<file path="config.mk">
export PLATFORM = sky130hd
export DESIGN_NAME = bin2bcd_seq
export DESIGN_NICKNAME = d
export VERILOG_FILES = /design/src/rtl/bin2bcd_seq.sv
export SDC_FILE = /design/constraint.sdc
export NUM_CORES = 1
export LEC_CHECK = 0
export CAP_MARGIN = 10
export CORE_MARGIN = 2
export CORE_UTILIZATION = 55
export DETAILED_ROUTE_END_ITERATION = 8
export GPL_TIMING_DRIVEN = 0
export PLACE_DENSITY = 0.8
export SLEW_MARGIN = 20
export SYNTH_ARGS = -nofsm -noshare
export SYNTH_HDL_FRONTEND = slang
export SYNTH_SLANG_ARGS = --single-unit
</file>
<file path="constraint.sdc">
create_clock -name clk -period 1.75 [get_ports clk]
set_input_delay 0.35 -clock clk [delete_from_list [all_inputs] [get_ports clk]]
set_output_delay 0.35 -clock clk [all_outputs]
set_load 0.01 [all_outputs]
</file>
<file path="src/rtl/bin2bcd_seq.sv">
// Sequential binary to packed-BCD converter (double dabble, one bit per clock).
// Optional macro BIN2BCD_OVF_HEX_EN: on overflow output raw hex instead of all 9s.
module bin2bcd_seq #(
   parameter int IN_W   = 27,
   parameter int DIGITS = 8
) (
   input  logic                  clk,
   input  logic                  reset,
   input  logic                  in_valid,
   output logic                  in_ready,
   input  logic [IN_W-1:0]       in_data,
   output logic [4*DIGITS-1:0]   bcd,
   output logic                  done,
   output logic                  ovf
);

   localparam int BCD_W = 4 * DIGITS;
   localparam int WW    = IN_W + BCD_W;
   localparam int CNT_W = $clog2(IN_W + 1);

   function automatic logic [63:0] pow10_m1(input int n);
      logic [63:0] p;
      p = 64'd1;
      for (int i = 0; i < n; i++) p = p * 64'd10;
      return p - 64'd1;
   endfunction

   localparam logic [63:0] MAXV = pow10_m1(DIGITS);

   // Every BCD nibble >= 5 gets +3 so the following shift carries correctly.
   function automatic logic [WW-1:0] add3(input logic [WW-1:0] w);
      logic [WW-1:0] r;
      r = w;
      for (int d = 0; d < DIGITS; d++) begin
         if (r[IN_W+4*d +: 4] >= 4'd5) r[IN_W+4*d +: 4] = r[IN_W+4*d +: 4] + 4'd3;
      end
      return r;
   endfunction

   typedef enum logic {S_IDLE, S_SHIFT} state_t;

   state_t              r_state, w_state_nxt;
   logic [WW-1:0]       r_work;
   logic [CNT_W-1:0]    r_cnt;
   logic                r_ovf_pend;
   logic                w_accept, w_finish;
   logic [WW-1:0]       w_shift;
   logic [63:0]         w_in_ext;
   logic [BCD_W-1:0]    w_sat;

   assign in_ready = (r_state == S_IDLE);
   assign w_shift  = add3(r_work) << 1;
   assign w_in_ext = 64'(in_data);

`ifdef BIN2BCD_OVF_HEX_EN
   logic [IN_W-1:0]     r_raw;
   logic [WW-1:0]       w_raw_ext;
   assign w_raw_ext = WW'(r_raw);
   assign w_sat     = w_raw_ext[BCD_W-1:0];

   always_ff @(posedge clk) begin
      if (reset)         r_raw <= '0;
      else if (w_accept) r_raw <= in_data;
   end
`else
   assign w_sat = {DIGITS{4'h9}};
`endif

   always_ff @(posedge clk) begin
      if (reset) r_state <= S_IDLE;
      else       r_state <= w_state_nxt;
   end

   always_comb begin
      w_state_nxt = r_state;
      w_accept    = 1'b0;
      w_finish    = 1'b0;
      case (r_state)
         S_IDLE: begin
            if (in_valid) begin
               w_accept    = 1'b1;
               w_state_nxt = S_SHIFT;
            end
         end
         S_SHIFT: begin
            if (r_cnt == CNT_W'(1)) begin
               w_finish    = 1'b1;
               w_state_nxt = S_IDLE;
            end
         end
         default: w_state_nxt = S_IDLE;
      endcase
   end

   // Result registers only change on the final shift, so bcd never shows partial values.
   always_ff @(posedge clk) begin
      if (reset) begin
         r_work     <= '0;
         r_cnt      <= '0;
         r_ovf_pend <= 1'b0;
         bcd        <= '0;
         ovf        <= 1'b0;
         done       <= 1'b0;
      end else begin
         done <= w_finish;
         if (w_accept) begin
            r_work     <= {{BCD_W{1'b0}}, in_data};
            r_cnt      <= CNT_W'(IN_W);
            r_ovf_pend <= (w_in_ext > MAXV);
         end else if (r_state == S_SHIFT) begin
            r_work <= w_shift;
            r_cnt  <= r_cnt - CNT_W'(1);
         end
         if (w_finish) begin
            bcd <= r_ovf_pend ? w_sat : w_shift[WW-1:IN_W];
            ovf <= r_ovf_pend;
         end
      end
   end

endmodule

</file>
### Word level (Yosys, flattened, before mapping)

Cells that the tools add are included.

* input bits: 30
* output and inout bits: 35
* word-level logic and storage cells: 50
* register bits after elaboration: 100

* mux-type cells: 19
* reduce and logical (&&, ||, !) cells: 2
* add/sub/neg operators: 9
* $lt $le $gt $ge: 9
* equality and inequality tests: 1
* bitwise logic cells: 1

Operators with widths (count)
* 27-bit 2-to-1 mux: 2
* 4-bit by 3-bit >= comparator with 1-bit output (second input constant): 8
* 32-bit 2-to-1 mux: 1
* 4-bit by 2-bit adder with 4-bit output (second input constant): 7
* 4-bit 2-to-1 mux: 7
* 27-bit greater-than comparator (second input constant): 1
* 5-bit 2-to-1 mux: 2
* 5-bit by 1-bit equality test with 1-bit output (second input constant): 1
* 1-bit 2-to-1 mux: 5
* 5-bit by 1-bit subtractor with 5-bit output (second input constant): 1
* 3-bit by 2-bit adder with 3-bit output (second input constant): 1
* 3-bit 2-to-1 mux: 1
* 1-bit case mux with 2 select lines: 1
* 2-bit nonzero test: 1
* 2-bit OR reduction: 1
* 1-bit inverter: 1

### Depth between registers and ports, before layout

* depth in word-level cells: 3
* mapped depth: 7

### Worst setup path before layout

OpenSTA, ideal clock, no wires.

* path kind: register -> register
* from: reg r_cnt[0]
* to: reg bcd[13]
* setup time: 59 ps
* buffers on the path: 1
* path slack: 133 ps
* cell stages (with the launch flop): 7
* arrival: 1559 ps
* clock period less this slack: 1617 ps
* cell sequence: dfxtp_1 ha_1 nand2_2 or4_4 nor3_4 buf_6 a22o_1

* cells in the longest elaborated chain, start to end: 3

Ends and longest elaborated chain
* start, declared: RTL line 44 `logic [CNT_W-1:0] r_cnt;`
* start signal, assigned: RTL line 108 `r_cnt <= CNT_W'(IN_W);`
* start signal, assigned: RTL line 112 `r_cnt <= r_cnt - CNT_W'(1);`
* 5-bit by 1-bit equality test with 1-bit output: RTL line 86 `if (r_cnt == CNT_W'(1)) begin`
* 1-bit 2-to-1 mux: RTL line 86
* 1-bit 2-to-1 mux: RTL line 78 `case (r_state)`
* end signal, assigned: RTL line 115 `bcd <= r_ovf_pend ? w_sat : w_shift[WW-1:IN_W];`
* end, declared: RTL line 12 `output logic [4*DIGITS-1:0] bcd,`

Every way passes these cells.
A chain may end at the register's enable or synchronous reset.

### Final worst setup path

* from: reg r_state
* to: reg bcd[8]

* cells in the longest elaborated chain, start to end: 1

Ends and longest elaborated chain
* start, declared: RTL line 42 `state_t r_state, w_state_nxt;`
* start signal, assigned: RTL line 71 `else r_state <= w_state_nxt;`
* 1-bit 2-to-1 mux: RTL line 78

Every way passes these cells.

==> results.json <==
{
  "crit_chain": "buf_6 > nand2_2 > or4_4 > buf_4 > nor2_4 > a211oi_1",
  "fmax_ghz": 0.586,
  "dp_hpwl_um": 8510,
  "core-area_mm2": 0.00822,
  "path_buf_inv": 2,
  "layout-area-overhead-vs-synth_pct": 23.8,
  "port_buffers": 62,
  "syn_inst": 531,
  "cts_htree_levels": 3,
  "worstHoldStart": "bcd[18]$_SDFFE_PP0P_",
  "yosysWarnings": 0,
  "place_area_mm2": 0.00540,
  "drt_pre_antenna_iters": 5,
  "wl_um": 12400,
  "cap_violations": 0,
  "power.density_mw_per_mm2": 829,
  "dr_total_vias": 4330,
  "grt_start_max_net_pins": 17,
  "end_kind": "register",
  "gp_congestion": 0.876,
  "final-instance-count-excl-fill": 723,
  "grt_pass1_vias": 4043,
  "drive_gt1_frac": 0.112,
  "drtIter0Drc": 302,
  "whs_ps": 484,
  "avgRoutedWirePerCell_um": 17.1,
  "critPathKind": "reg -> reg",
  "final_antenna_net_count": 0,
  "tns_ps": 0,
  "ir_drop_v": 0.000521,
  "crit_fanout": 10,
  "clock_sinks": 100,
  "slowest_stage": "or4_4",
  "fin_crit_ps": 1710,
  "r2r_slack_ps": 40,
  "drc": 0,
  "r2r-start": "r_state$_SDFF_PP0_",
  "fin_nets": 661,
  "hold_class": "reg -> reg",
  "fin_skew_ps": 10.0,
  "yosys.area.top_type": "dfxtp_1",
  "fin_crit_sh": 0.975,
  "dieArea_mm2": 0.00921,
  "status": "completed",
  "critPathLaunchType": "register",
  "finalSetupViolations": 0,
  "worst_pin_slew_ps": 703,
  "antenna_found_initial": 0,
  "cts_buffer_depth": 2,
  "root_buffer": "clkbuf_8",
  "dieHeight_um": 96.0,
  "slew_violations": 0,
  "p_leak_nw": 2.16,
  "worstPathArrival_ps": 1920,
  "synth-seq-cells": 100,
  "hold_path_end": "bcd[18]$_SDFFE_PP0P_",
  "final_area_mm2": 0.00576,
  "synth.top_cell.area_share": 0.430,
  "max_slew_margin": 0.531,
  "reg2reg_depth": 6,
  "die_x_um": 96.0,
  "synth_area_mm2": 0.00465,
  "grt.total_usage": 0.276,
  "fillers": 654,
  "insertion_delay_ps": 360,
  "finalHoldViolCount": 0,
  "ys_seq_area_frac": 0.430,
  "synth_area_leaders": "dfxtp_1 (43%), mux2i_1 (7.7%), nor2_1 (7.5%), a21oi_1 (6.3%), ha_1 (4.8%)",
  "worstHoldPathCells": 1,
  "ios": 65,
  "grt_first_pass_wirelength_um": 19700,
  "rows": 33,
  "antennaDiodeCount": 0,
  "r2r_end": "bcd[8]$_SDFFE_PP0P_",
  "grt_overflow": 0,
  "cts_tree": "yes",
  "dp_cells": 698,
  "avgSynthCellArea_um2": 8.76,
  "critPathMaxStageDelay_ps": 440,
  "cp_top_family": "simple AND/OR/NAND/NOR gates",
  "synth_cell_types": 38,
  "worstPathRequired_ps": 1960,
  "routed_via_density": 5.99,
  "initial_core_util": 0.566,
  "numCtsBuffers": 9,
  "final_util": 0.701,
  "cts_hold_buf": 0,
  "clkTransAtPathRegs_ps": 100,
  "syn_nets": 579
}
## per-stage QoR
step | worst slack, ps | total power, mW
global route | -6.16 | 4.95
global placement | -301 | 3.24
floorplan | 133 | 3.00
detailed placement | -377 | 3.28
CTS | -56.2 | 4.76
finish | 44.6 | 4.77
## worst reg2reg max path: cells and delay by family, from the launching register on
family | cells | cell delay, ps
AOI/OAI and AO/OA | 1 | 120
buffers and inverters | 2 | 340
DFF | 1 | 350
and+or+nand+nor | 3 | 740
## state kept, by name, indices dropped and copies added, names as in the netlist
| register | flops |
|---|---|
| r_work | 59 |
| bcd | 32 |
| r_cnt | 5 |
| done | 1 |
| ovf | 1 |
| r_ovf_pend | 1 |
| r_state | 1 |
## cells by family (layout without fill, tap and decap cells)
logic type,Yosys count,in the layout,synth area share
AND/OR/NAND/NOR,175,175,0.185
AO/OA/AOI/OAI,138,138,0.191
adder cells (fa/ha/maj),18,18,0.0484
buffers and inverters,53,140,0.0468
multiplexers,36,36,0.0775
flip-flops,100,100,0.430
XOR/XNOR,11,11,0.0207
## cell usage after synthesis, drive strengths merged
master  instances
a211oi         26
nor3           23
buf             9
or4             2
a31o            8
xor2            2
mux2i          36
a21boi          1
a211o           1
dfxtp         100
or3             1
o32ai           1
a31oi           1
a22o           16
ha             18
nand4           2
inv            20
nand2b          8
nor2           93
nor4            8
clkinv          1
nand2          12
clkbuf         23
nor3b          17
or2             2
o21ai          16
xnor2           9
a21oi          59
a311oi          8
nor2b           7
o21a            1
## report_power, final
group / leakage, nW / total [mW] / switching, mW / internal (mW)
combinational: 1.26 / 0.815 / 0.464 / 0.351
sequential: 0.815 / 2.47 / 0.0955 / 2.38
clock: 0.0897 / 1.48 / 0.816 / 0.669
total: 2.16 / 4.77 / 1.38 / 3.40
## what timing repair did
item | 4_1_cts | 5_1_grt
setup buffers | 8 | 0
gates cloned | 1 | 0
resized for setup | 22 | 22
pin swaps | 4 | 3
endpoints found under the setup margin | 68 | 72
## layout make-up
class,count,area (um^2),share of cell area
Inverter,21,83.8,0.0146
Buffer,32,168,0.0291
Multi-Input combinational cell,378,2480,0.431
Timing Repair Buffer,71,691,0.120
Clock inverter,5,62.6,0.0109
Sequential cell,100,2010,0.349
Clock buffer,11,131,0.0228
Tap cell,105,131,0.0228
## worst max path at each step
| stage | startpoint | slack [ps] | end | cells after the start |
|---|---|---|---|---|
| after floorplan | r_cnt[0]$_SDFFE_PP0P_ | 130 | bcd[13]$_SDFFE_PP0P_ | 6 |
| after global placement | r_cnt[0]$_SDFFE_PP0P_ | -300 | bcd[30]$_SDFFE_PP0P_ | 6 |
| after detailed placement | r_cnt[1]$_SDFFE_PP0P_ | -380 | bcd[30]$_SDFFE_PP0P_ | 7 |
| after CTS | r_cnt[1]$_SDFFE_PP0P_ | -60 | bcd[6]$_SDFFE_PP0P_ | 7 |
| after global routing | r_state$_SDFF_PP0_ | -6 | bcd[4]$_SDFFE_PP0P_ | 6 |
| final | r_state$_SDFF_PP0_ | 40 | bcd[8]$_SDFFE_PP0P_ | 6 |
## routing by layer
layer / share of wire / vias to the layer above / global-route usage
met3: 0.051 / 31 / 0.0407
met2: 0.49 / 146 / 0.465
li1: - / 2054 / -
met4: 0.030 / 0 / 0.0988
met5: 0 / - / 0
met1: 0.43 / 2099 / 0.360
## placed cells by master (no fill, tap or decap), types with 2 or more instances in the layout
cell / instances
nand2b_1: 8
or2_2: 2
dfxtp_1: 98
a31o_2: 8
a21oi_1: 54
buf_2: 4
o21ai_0: 16
a22o_1: 16
a211oi_1: 25
clkbuf_8: 9
mux2i_1: 36
nor2b_1: 6
buf_4: 10
a311oi_1: 8
clkdlybuf4s50_1: 61
nor3_1: 22
nand4_1: 2
xor2_1: 2
nand2_1: 11
clkinv_4: 3
a21oi_2: 5
nor3b_1: 17
nor4_1: 7
inv_1: 19
clkinvlp_4: 2
xnor2_1: 9
nor2_2: 2
nor2_1: 90
buf_6: 4
ha_1: 17
clkbuf_1: 16
clkbuf_2: 7
No activity file was read; power rests on OpenSTA's default activity.
